File: src/rtl/scan_pkg.sv
// -----------------------------------------------------------------------------
// scan_pkg
// Shared definitions for the scan ring counter family.
//   clog2()         : index width helper, never returns less than 1
//   N_MIN/N_MAX     : legal range of ring positions
//   PRESCALE_MIN/MAX: legal range of clk cycles per advance
// -----------------------------------------------------------------------------
package scan_pkg;

  localparam int unsigned N_MIN        = 2;
  localparam int unsigned N_MAX        = 16;
  localparam int unsigned PRESCALE_MIN = 1;
  localparam int unsigned PRESCALE_MAX = 1 << 20;

  // Bits needed to hold 0..value-1, clamped to at least 1 bit.
  function automatic int unsigned clog2(input int unsigned value);
    int unsigned w;
    w = 0;
    for (int unsigned i = 0; i < 32; i++) begin
      if ((64'(1) << i) < 64'(value)) w = i + 1;
    end
    return (w < 1) ? 1 : w;
  endfunction

endpackage

File: src/rtl/scan_prescaler.sv
// -----------------------------------------------------------------------------
// scan_prescaler
// Divides clk down to a one-cycle advance strobe for the ring counter.
// Parameters:
//   PRESCALE : clk cycles per tick (1 gives tick = en)
// Ports:
//   clk   : clock, rising edge
//   reset : asynchronous active-low reset, clears the count
//   en    : count enable; count holds while low
//   clr   : synchronous clear of the count (legal position load)
//   tick  : en AND (count == PRESCALE-1), combinational
// -----------------------------------------------------------------------------
module scan_prescaler
  import scan_pkg::*;
#(
  parameter int unsigned PRESCALE = 1
) (
  input  logic clk,
  input  logic reset,
  input  logic en,
  input  logic clr,
  output logic tick
);

  localparam int unsigned    PW     = clog2(PRESCALE);
  localparam logic [PW-1:0]  PC_MAX = PW'(PRESCALE - 1);

  logic [PW-1:0] pc;

  assign tick = en && (pc == PC_MAX);

  always_ff @(posedge clk or negedge reset) begin
    if (!reset) begin
      pc <= '0;
    end else if (clr || tick) begin
      pc <= '0;
    end else if (en) begin
      pc <= pc + PW'(1);
    end
  end

endmodule

File: src/rtl/scan_ring_counter.sv
// -----------------------------------------------------------------------------
// scan_ring_counter
// Prescaled bidirectional ring counter for multiplexed digit scanning.
// Exactly one Q bit is active; its position is mirrored in binary on idx.
// Parameters:
//   N          : ring positions, 2..16
//   PRESCALE   : clk cycles per advance, 1..2^20
//   ACTIVE_LOW : 1 = one-cold Q, 0 = one-hot Q
// Ports:
//   clk      : clock, rising edge
//   reset    : asynchronous active-low reset (idx=0, Q bit 0 active)
//   blank    : (only with SCAN_RING_BLANK_EN) forces all Q bits inactive
//   en       : prescaler count enable
//   dir      : 1 = idx increments, 0 = idx decrements on a tick
//   load     : synchronous position load strobe
//   load_idx : load target; values >= N are rejected and flagged on err
//   Q        : registered ring output
//   idx      : registered binary index of the active bit
//   wrap     : one-cycle pulse when a tick wraps the ring
//   err      : one-cycle pulse on a rejected load
// Build option: define SCAN_RING_BLANK_EN to add the blank input.
// -----------------------------------------------------------------------------
module scan_ring_counter
  import scan_pkg::*;
#(
  parameter int unsigned N          = 4,
  parameter int unsigned PRESCALE   = 1,
  parameter int unsigned ACTIVE_LOW = 1
) (
  input  logic                clk,
  input  logic                reset,
`ifdef SCAN_RING_BLANK_EN
  input  logic                blank,
`endif
  input  logic                en,
  input  logic                dir,
  input  logic                load,
  input  logic [clog2(N)-1:0] load_idx,
  output logic [N-1:0]        Q,
  output logic [clog2(N)-1:0] idx,
  output logic                wrap,
  output logic                err
);

  localparam int unsigned   IW      = clog2(N);
  localparam logic [IW-1:0] IDX_MAX = IW'(N - 1);
  localparam logic          ACT     = (ACTIVE_LOW == 0);

  if (N < N_MIN || N > N_MAX) begin : g_bad_n
    $error("scan_ring_counter: N out of range");
  end
  if (PRESCALE < PRESCALE_MIN || PRESCALE > PRESCALE_MAX) begin : g_bad_prescale
    $error("scan_ring_counter: PRESCALE out of range");
  end

  function automatic logic [N-1:0] ring(input logic [IW-1:0] pos);
    logic [N-1:0] r;
    for (int unsigned i = 0; i < N; i++) begin
      r[i] = (IW'(i) == pos) ? ACT : ~ACT;
    end
    return r;
  endfunction

  localparam logic [N-1:0] Q_RST = ring(IW'(0));

  logic          tick;
  logic          load_ok;
  logic [4:0]    load_ext;
  logic [IW-1:0] idx_next;
  logic          wrap_next;
  logic [N-1:0]  ring_q;

  // Widened before comparing so power-of-two N does not yield a constant test.
  assign load_ext = 5'(load_idx);
  assign load_ok  = load && (load_ext < 5'(N));

  // A rejected load leaves the prescaler running as if load were low.
  scan_prescaler #(
    .PRESCALE (PRESCALE)
  ) u_prescaler (
    .clk   (clk),
    .reset (reset),
    .en    (en),
    .clr   (load_ok),
    .tick  (tick)
  );

  always_comb begin
    idx_next  = idx;
    wrap_next = 1'b0;
    if (load_ok) begin
      idx_next = load_idx;
    end else if (tick) begin
      if (dir) begin
        if (idx == IDX_MAX) begin
          idx_next  = '0;
          wrap_next = 1'b1;
        end else begin
          idx_next = idx + IW'(1);
        end
      end else begin
        if (idx == '0) begin
          idx_next  = IDX_MAX;
          wrap_next = 1'b1;
        end else begin
          idx_next = idx - IW'(1);
        end
      end
    end
  end

  always_ff @(posedge clk or negedge reset) begin
    if (!reset) begin
      idx    <= '0;
      ring_q <= Q_RST;
      wrap   <= 1'b0;
      err    <= 1'b0;
    end else begin
      idx    <= idx_next;
      ring_q <= ring(idx_next);
      wrap   <= wrap_next;
      err    <= load && !load_ok;
    end
  end

`ifdef SCAN_RING_BLANK_EN
  // Blanking masks the output only; the ring register keeps tracking idx.
  assign Q = blank ? {N{~ACT}} : ring_q;
`else
  assign Q = ring_q;
`endif

endmodule

File: config.mk
export PLATFORM = sky130hd
export DESIGN_NAME = scan_ring_counter
export DESIGN_NICKNAME = d
export VERILOG_FILES = /design/src/rtl/scan_pkg.sv /design/src/rtl/scan_prescaler.sv /design/src/rtl/scan_ring_counter.sv
export SDC_FILE = /design/constraint.sdc
export NUM_CORES = 1
export LEC_CHECK = 0
export BUFFER_PORTS_ARGS = -buffer_cell sky130_fd_sc_hd__buf_2
export CORE_AREA = 2 2 39 41
export DETAILED_ROUTE_END_ITERATION = 16
export DIE_AREA = 0 0 41 43
export PLACE_DENSITY = 0.5
export REMOVE_ABC_BUFFERS = 1
export SETUP_SLACK_MARGIN = 0.15
export SYNTH_ARGS = -nofsm -noshare
export SYNTH_HDL_FRONTEND = slang
export SYNTH_SLANG_ARGS = --single-unit
File: constraint.sdc
create_clock -name clk -period 2.1 [get_ports clk]
set_input_delay 0.525 -clock clk [delete_from_list [all_inputs] [get_ports clk]]
set_output_delay 0.525 -clock clk [all_outputs]
set_load 0.03 [all_outputs]
==> flow_metrics.env <==
export IMPL_grt_ovfl_total=0
export IMPL_slew_viol_final=0
export IMPL_nets=56
export IMPL_ir_worst_vdd_v=0.000195
export IMPL_hold_violations=0
export IMPL_dr_pass1_iters=1
export IMPL_initial_utilization=0.268
export IMPL_max_freq_mhz=601
export IMPL_routed_via_density=4.11
export IMPL_via_count=255
export IMPL_fillers=147
export IMPL_boundaryPins=15
export IMPL_grt_antenna_before_repair=0
export IMPL_clk_pin_slew_ps=50
export IMPL_globalRouteMet2Util=0.106
export IMPL_cts_setup_buffers=0
export IMPL_finalSetupViolCount=0
export IMPL_path_cells="inv_1 > ha_1 > xnor2_1 > a221o_1 > or2_1"
export IMPL_startpoint="idx[0]"
export IMPL_netlist_area_um2=370
export IMPL_htreeDepth=1
export IMPL_syn_avg_cell_area_um2=12.3
export IMPL_wl_per_cell_um=9.63
export IMPL_root_buffer="clkbuf_4"
export IMPL_gr_usage_all_layers=0.0901
export IMPL_met1_usage=0.0924
export IMPL_dp_hpwl_um=489
export IMPL_wl_um=597
export IMPL_chipWidth_um=41
export IMPL_ys_seq_elements=8
export IMPL_std_cell_rows=14
export IMPL_grt_max_degree=9
export IMPL_setup_tns_ps=0
export IMPL_cp_required_ps=2230
export IMPL_leakage_nw=0.231
export IMPL_maxCapViolations=0
export IMPL_cts_tree="built"
export IMPL_first_iter_violations=0
export IMPL_min_period_over_period=0.793
export IMPL_area_growth_pct=28.0
export IMPL_cts_buffer_depth=2
export IMPL_yosys_cell_types_count=19
export IMPL_yosys_warnings=0
export IMPL_core_area_mm2=0.00138
export IMPL_use_met3=0.0314
export IMPL_min_period_ps=1660
export IMPL_cpPeakStageDelay_ps=420
export IMPL_holdBufCountCts=0
export IMPL_crit_slowest_cell="dfrtp_1"
export IMPL_crit_type="flip-flop to flip-flop"
export IMPL_cp_depth=5
export IMPL_cp_arrival_ps=1790
export IMPL_cts_sinks=8
export IMPL_finalClockSkew_ps=7.15
export IMPL_reg2reg_from="idx[0]"
export IMPL_postSynthCellCount=30
export IMPL_insertion_delay_ps=250
export IMPL_regArea_um2=204
export IMPL_antenna_cells=0
export IMPL_route_detailed_drc=0
export IMPL_die_area_mm2=0.00176
export IMPL_start_kind="flip-flop"
export IMPL_drive_gt1_frac=0.478
export IMPL_crit_family="flip-flops"
export IMPL_final_antenna_net_count=0
export IMPL_globalplace_congestion=0.710
export IMPL_grt_pass1_wl_um=917
export IMPL_numCtsBuffers=3
export IMPL_rsz0062_at_grt="no"
export IMPL_busiest_layer="met4"
export IMPL_path_buf_inv=1
export IMPL_rr_worst_depth=5
export IMPL_cts_resized=0
export IMPL_utilization=0.343
export IMPL_status="completed"
export IMPL_pwr_density_cell_mw_per_mm2=849
export IMPL_yosysSeqAreaShare=0.551
export IMPL_port_buffers=13
export IMPL_crit_fanout=5
export IMPL_grt_pass1_vias=237
export IMPL_hp_class="input port to asynchronous set/reset pin"
export IMPL_multiInputGateArea_um2=151
export IMPL_dieHeight_um=43
export IMPL_crit_path_end_kind="flip-flop"
[logic make-up (layout without fill, tap and decap cells)]
family,after synthesis,after routing,synth area share
flip-flops,8,8,0.551
buffers and inverters,3,19,0.0406
other,1,1,0.0101
AO/OA/AOI/OAI,2,2,0.0574
AND/OR/NAND/NOR,12,12,0.223
multiplexers,1,1,0.0270
adder cells (fa/ha/maj),2,2,0.0676
XOR/XNOR,1,1,0.0237
[worst paths after layout]
path	endpoint	slack, ps
min reg2reg	u_prescaler.pc	590
max in group asynchronous	Q[2]	1760
min	idx[0]	100
max	Q[0]	440
max reg2reg	Q[0]	440
min in group clk	u_prescaler.pc	460
[power breakdown]
part | internal (mW) | switching (mW) | leakage (nW)
combinational | 0.0372 | 0.0631 | 0.122
sequential | 0.175 | 0.00803 | 0.0942
clock | 0.0723 | 0.0472 | 0.0150
[placed cells by master, fill, tap and decap left out, types with 2 or more instances in the layout]
cell,synthesis,layout
buf_2,0,13
dfrtp_1,5,5
dfstp_2,3,3
nand2b_1,3,3
clkbuf_4,0,3
nor3b_1,2,2
inv_1,2,2
ha_1,2,2
[flip-flops by register name (all words and copies together) (netlist names)]
register        count
Q                   4
idx                 2
u_prescaler.pc      1
wrap                1
[synth_stat cells, drive strengths merged]
master	n	area, um^2
and2b	2	17.5
dfrtp	5	125
inv	2	7.51
nor3b	2	15.0
buf	1	7.51
conb	1	3.75
nor4b	1	8.76
a221o	2	21.3
mux2i	1	10.0
nand2	1	3.75
nand2b	3	18.8
nor3	1	5.00
ha	2	25.0
and2	1	7.51
or2	1	6.26
dfstp	3	78.8
xnor2	1	8.76
[per-layer routing]
layer,share of wire,up-vias
li1,-,129
met3,0.080,2
met5,0,-
met1,0.45,111
met4,0.032,0
met2,0.43,13
[final cells by class]
class / count / share of cell area
Clock buffer: 4 / 0.0554
Inverter: 2 / 0.0158
Multi-Input combinational cell: 19 / 0.319
Sequential cell: 8 / 0.430
Tap cell: 16 / 0.0422
Timing Repair Buffer: 13 / 0.137
[metrics by stage]
step	hold WS [ps]	setup WS, ps	cell area, um^2	power, mW	std cells
6_report	98.9	436	474	0.402	62
5_1_grt	88.1	334	474	0.435	62
4_1_cts	92.8	424	474	0.412	62
3_5_place_dp	369	443	448	0.287	58
3_3_place_gp	372	456	448	0.288	58
2_1_floorplan	229	334	363	0.256	29
No activity file was read; power rests on OpenSTA's default activity.
